File: src/rtl/tankbatt_pkg.sv
// Shared types for the Tank Battalion MiST top level.
// Arbiter state encoding and download bus width.
package tankbatt_pkg;

  typedef enum logic [1:0] {
    ARB_RUN,
    ARB_LOAD,
    ARB_HOLD
  } arb_state_t;

  localparam int DL_ADDR_W = 24;

endpackage

File: src/rtl/rom_download_arbiter.sv
// Shares the program-ROM BRAM between data_io downloads and CPU fetch,
// and keeps the game core in reset during and shortly after a load.
module rom_download_arbiter
  import tankbatt_pkg::*;
#(
  parameter int AW         = 14,
  parameter int DW         = 8,
  parameter int RESET_HOLD = 16,
  parameter int DL_INDEX   = 0
) (
  input  logic                 clk_sys,
  input  logic                 RESET_n,
  input  logic                 rst_req,
  input  logic                 dl_active,
  input  logic [7:0]           dl_index,
  input  logic                 dl_wr,
  input  logic [DL_ADDR_W-1:0] dl_addr,
  input  logic [DW-1:0]        dl_data,
  input  logic                 cpu_rd,
  input  logic [AW-1:0]        cpu_addr,
  output logic [DW-1:0]        cpu_dout,
  output logic                 cpu_valid,
  output logic                 core_reset_n,
  output logic [AW-1:0]        mem_addr,
  output logic [DW-1:0]        mem_din,
  output logic                 mem_we,
  input  logic [DW-1:0]        mem_dout,
  output logic                 dl_overflow
);

  localparam int CW = $clog2(RESET_HOLD) + 1;
  localparam logic [CW-1:0] CNT_LAST = CW'(RESET_HOLD - 1);
  localparam logic [7:0] DL_IDX = 8'(DL_INDEX);

  arb_state_t    state_q, state_d;
  logic [CW-1:0] cnt_q, cnt_d;
  logic          rstn_q, rstn_d;

  logic          sel;
  logic          wr_acc;
  logic          wr_ok;
  logic          rd_acc;

  logic [AW-1:0] mem_addr_q, mem_addr_d;
  logic [DW-1:0] mem_din_q, mem_din_d;
  logic          mem_we_q, mem_we_d;
  logic          rd1_q, rd1_d;
  logic          cpu_valid_q, cpu_valid_d;
  logic          ovf_q, ovf_d;

  assign sel = dl_active & (dl_index == DL_IDX);

  always_comb begin
    state_d = state_q;
    cnt_d   = cnt_q;
    unique case (state_q)
      ARB_RUN: begin
        if (sel) begin
          state_d = ARB_LOAD;
        end else if (rst_req) begin
          state_d = ARB_HOLD;
          cnt_d   = '0;
        end
      end
      ARB_LOAD: begin
        // a write issued last cycle must land before leaving LOAD
        if (!sel && !mem_we_q) begin
          state_d = ARB_HOLD;
          cnt_d   = '0;
        end
      end
      ARB_HOLD: begin
        if (sel) begin
          state_d = ARB_LOAD;
        end else if (rst_req) begin
          cnt_d = '0;
        end else if (cnt_q == CNT_LAST) begin
          state_d = ARB_RUN;
        end else if (cnt_q != '1) begin
          cnt_d = cnt_q + CW'(1);
        end
      end
      default: begin
        state_d = ARB_HOLD;
        cnt_d   = '0;
      end
    endcase
    rstn_d = (state_q == ARB_RUN) && (state_d == ARB_RUN);
  end

  always_ff @(posedge clk_sys or negedge RESET_n) begin
    if (!RESET_n) begin
      state_q <= ARB_HOLD;
      cnt_q   <= '0;
      rstn_q  <= 1'b0;
    end else begin
      state_q <= state_d;
      cnt_q   <= cnt_d;
      rstn_q  <= rstn_d;
    end
  end

  always_comb begin
    wr_acc = dl_wr & sel;
    wr_ok  = wr_acc &
             (dl_addr[DL_ADDR_W-1:AW] == '0);
    rd_acc = cpu_rd & (state_q == ARB_RUN) & ~sel;

    mem_addr_d  = mem_addr_q;
    mem_din_d   = mem_din_q;
    mem_we_d    = wr_ok;
    rd1_d       = rd_acc;
    cpu_valid_d = rd1_q;
    ovf_d       = ovf_q;

    if (wr_ok) begin
      mem_addr_d = dl_addr[AW-1:0];
      mem_din_d  = dl_data;
    end else if (rd_acc) begin
      mem_addr_d = cpu_addr;
    end

    if (sel && state_q != ARB_LOAD) ovf_d = 1'b0;
    if (wr_acc && !wr_ok) ovf_d = 1'b1;
  end

  always_ff @(posedge clk_sys or negedge RESET_n) begin
    if (!RESET_n) begin
      mem_addr_q  <= '0;
      mem_din_q   <= '0;
      mem_we_q    <= 1'b0;
      rd1_q       <= 1'b0;
      cpu_valid_q <= 1'b0;
      ovf_q       <= 1'b0;
    end else begin
      mem_addr_q  <= mem_addr_d;
      mem_din_q   <= mem_din_d;
      mem_we_q    <= mem_we_d;
      rd1_q       <= rd1_d;
      cpu_valid_q <= cpu_valid_d;
      ovf_q       <= ovf_d;
    end
  end

  // BRAM output register is the data stage of the read pipeline
  assign cpu_dout     = cpu_valid_q ? mem_dout : '0;
  assign cpu_valid    = cpu_valid_q;
  assign core_reset_n = rstn_q;
  assign mem_addr     = mem_addr_q;
  assign mem_din      = mem_din_q;
  assign mem_we       = mem_we_q;
  assign dl_overflow  = ovf_q;

endmodule
File: config.mk
export PLATFORM = sky130hd
export DESIGN_NAME = rom_download_arbiter
export DESIGN_NICKNAME = d
export VERILOG_FILES = /design/src/rtl/tankbatt_pkg.sv /design/src/rtl/rom_download_arbiter.sv
export SDC_FILE = /design/constraint.sdc
export NUM_CORES = 1
export LEC_CHECK = 0
export CAP_MARGIN = 20
export CORE_MARGIN = 2
export CORE_UTILIZATION = 35
export DETAILED_ROUTE_END_ITERATION = 16
export HOLD_SLACK_MARGIN = 0.1
export PLACE_DENSITY = 0.8
export RECOVER_POWER = 25
export SETUP_SLACK_MARGIN = 0.5
export SYNTH_ARGS = -nofsm -noshare
export SYNTH_HDL_FRONTEND = slang
export SYNTH_SLANG_ARGS = --single-unit
File: constraint.sdc
create_clock -name clk_sys -period 3.27 [get_ports clk_sys]
set_input_delay 0.4905 -clock clk_sys [delete_from_list [all_inputs] [get_ports clk_sys]]
set_output_delay 0.4905 -clock clk_sys [all_outputs]
set_load 0.05 [all_outputs]
==> run metrics <==
Die X=72.04 um; drt initial violations=67; die area=5190 um2; total grt overflow=0; synth top area cells=dfrtp_1 51%, mux2_2 8.3%, a22o_1 6.5%, a21o_1 5.6%, and2_1 3.1%; post_cts resized=0; Switching Share=0.2788; met3 capacity usage during global routing=0.06250; Worst Setup End Kind=flip-flop; Final Setup Violations=0; status=finished, violations left; Synth area leader=dfrtp_1; synthesized instance count=138; length in cells of the worst reg-to-reg path=9; failing checks=capacitance limit, slew limit; Mapped Area=1620 um2; final worst path period share=0.7832; Avg Synthesized Cell Area=11.74 um2; GP Congestion=0.7509; Final Hold Viols=0; setup bufs post-CTS=0; syn_nets=209; GRT Total Usage=0.1643; multi-input logic area=718.2 um2; #FFs+latches synth=34; most frequent cells after synthesis=33 x dfrtp_1, 12 x a21o_1, 12 x a22o_1, 12 x mux2_2; met1 Track Usage GR=0.1864; FF-to-FF setup slack=0.86 ns; critical path data arrival time=2.72 ns; global routing usage on met2=0.2870; fin crit period=2.561 ns; Clock power frac=0.294; row count=24; total net switching power=0.0002916 W; worst rel slew slack=-0.1655; clock slew at the register clock pins of the worst setup and hold paths=0.07 ns; Critical Path Start Type=primary input; FF-to-FF End=cnt_q[3]; clk_skew=0.006093 ns; antenna violations before repair=0; P per Cell Area=378.8 nW/um2; HPWL Detailed=3.191 mm; CP required=3.43 ns; combinational share of power=0.260; Bufs on Longest Clock Path=2; IO buf count=101; sequential-to-total area share from yosys stat=0.5259; Most used DFF post-synth=dfrtp_1; n_diodes=0; RSZ-0062 raised after global routing=no; Post-Route Hold Slack=0.3613 ns; post-route ant nets=0; fmax=390.5 MHz; Pre-Repair DR Iteration Count=6; hold path start=cpu_valid_d; Worst-Margin Slew=1.748 ns; cell-internal power=0.0007543 W; min-delay worst type=flip-flop to flip-flop; fin. max-slew vios=35; Yosys Warn Count=0; number of buffers created by CTS=5; Min-Delay Endpoint=cpu_valid; wire per inst=13.67 um; total negative slack=0 ns; Total Wirelength=4.006 mm; first-pass GRT wire length=6.665 mm; CTS tree=yes; share of the synthesized area in the top cell type=0.5097; Total Power=0.001046 W; hold-fix buffers at CTS=0; synthesis-to-layout area growth=70.42%; post-synth cell types=33; Via-to-Cell Ratio=5.055; Crit Path Max Fanout=23; number of synthesized flops with an enable pin=0; # H-tree levels=2; share of cells above drive strength 1=0.1162; Die Ht=72.04 um; sequential cell area=852.1 um2; Critical R2R Launch=cnt_q[0]; clk sinks=34; Core ar.=4414 um2; Skew-Pair Late Insertion Delay=0.28 ns; most numerous cell in the Yosys netlist=dfrtp_1; CP Class=primary input to flip-flop; global route hottest layer=met2; Post-route DRC=0; I/O Pins=102; pin count of the biggest net entering global routing=35; Hold Path Stages=0; Peak VDD IR=0.2808 mV; vias=1481; starting density of the core=0.3671; number of global-route vias before repair=1461; FFs w/ async S/R, synth=1.000; power share of the sequential group=0.446; Pleak=1.249 nW; Nets=311; FILL cells=362; Root Buffer=clkbuf_8; MaxCap Viol Count=1
metal layers:
layer	up-vias	share of wire
met5	-	0
met4	0	0.0047
met3	3	0.095
met2	65	0.51
met1	708	0.39
li1	705	-
stage by stage:
stage	area (um2)	setup slack (ns)	util	std cells
after floorplan	1620	0.8512	-	138
after global placement	2671	0.4825	0.6052	285
after detailed placement	2671	0.4215	0.6052	285
after CTS	2763	0.7108	0.6259	293
after global routing	2761	0.5809	0.6256	293
final	2761	0.7090	0.6256	293
cells in the final DEF (no fill, tap or decap):
| cell type | netlist | final |
|---|---|---|
| a21bo_2 | 1 | 1 |
| a21o_1 | 12 | 12 |
| a21oi_1 | 3 | 3 |
| a222oi_1 | 1 | 1 |
| a22o_1 | 12 | 12 |
| and2_1 | 8 | 8 |
| and3_1 | 3 | 3 |
| and3_2 | 1 | 1 |
| buf_4 | 0 | 2 |
| clkbuf_1 | 2 | 2 |
| clkbuf_8 | 0 | 6 |
| clkdlybuf4s50_1 | 0 | 100 |
| clkinv_2 | 0 | 1 |
| dfrtp_1 | 33 | 33 |
| dfstp_2 | 1 | 1 |
| ha_1 | 3 | 3 |
| inv_1 | 4 | 4 |
| mux2_2 | 12 | 12 |
| mux2i_1 | 1 | 1 |
| nand2_1 | 3 | 3 |
| nand2b_1 | 1 | 1 |
| nand3_1 | 3 | 3 |
| nand3_2 | 1 | 1 |
| nand4_1 | 2 | 2 |
| nor2_1 | 8 | 8 |
| nor2b_1 | 1 | 1 |
| nor3_1 | 1 | 1 |
| nor4_1 | 3 | 3 |
| nor4b_4 | 1 | 2 |
| o21ai_0 | 6 | 6 |
| o2bb2ai_1 | 1 | 1 |
| o31ai_1 | 1 | 1 |
| o31ai_2 | 1 | 1 |
| or2b_1 | 1 | 1 |
logic make-up after synthesis:
logic type               after synthesis  share of synthesized area
multiplexers                          13                    0.08958
flip-flops                            34                     0.5259
AO/OA/AOI/OAI                         38                     0.1784
AND/OR/NAND/NOR                       38                     0.1467
adder cells (fa/ha/maj)                3                    0.02317
buffers and inverters                 12                    0.03629
how the worst max path moves through the flow:
stage                           start           end
after floorplan              cnt_q[0]      cnt_q[2]
after CTS                 dl_index[4]  mem_addr[13]
final                     dl_index[4]  mem_addr[13]
after global routing      dl_index[4]  mem_addr[13]
after global placement    dl_index[4]   mem_addr[7]
after detailed placement  dl_index[4]   mem_addr[7]
cell type report:
| type | count | share of cell area |
|---|---|---|
| timing repair buffer | 103 | 0.3693 |
| sequential | 34 | 0.3086 |
| multi-input combinational | 92 | 0.2601 |
| clock buffer | 7 | 0.03126 |
| tap | 52 | 0.02356 |
| inverter | 4 | 0.005437 |
| clock inverter | 1 | 0.001812 |
state kept, by name (all words and copies together), names as in the netlist:
| name | flops |
|---|---|
| cpu_valid | 1 |
| cpu_valid_d | 1 |
| mem_addr | 14 |
| state_q | 2 |
| core_reset_n | 1 |
| cnt_q | 5 |
| mem_we | 1 |
| dl_overflow | 1 |
| mem_din | 8 |
worst max-delay path: stages:
cell and delay (ns):
clkdlybuf4s50_1 0.44, nor4b_4 0.30, and3_1 0.37, and3_2 0.55, nor2_1 0.31, a21o_1 0.26
power by group through the flow:
stage,logic (W),registers [W],clock network (W)
4_1_cts,0.000276,0.000467,0.000318
2_1_floorplan,0.0000354,0.000562,0
6_report,0.000272,0.000467,0.000307
5_1_grt,0.000287,0.000470,0.000337
3_5_place_dp,0.000275,0.000474,0
3_3_place_gp,0.000271,0.000473,0
No activity file was read; power rests on OpenSTA's default activity.
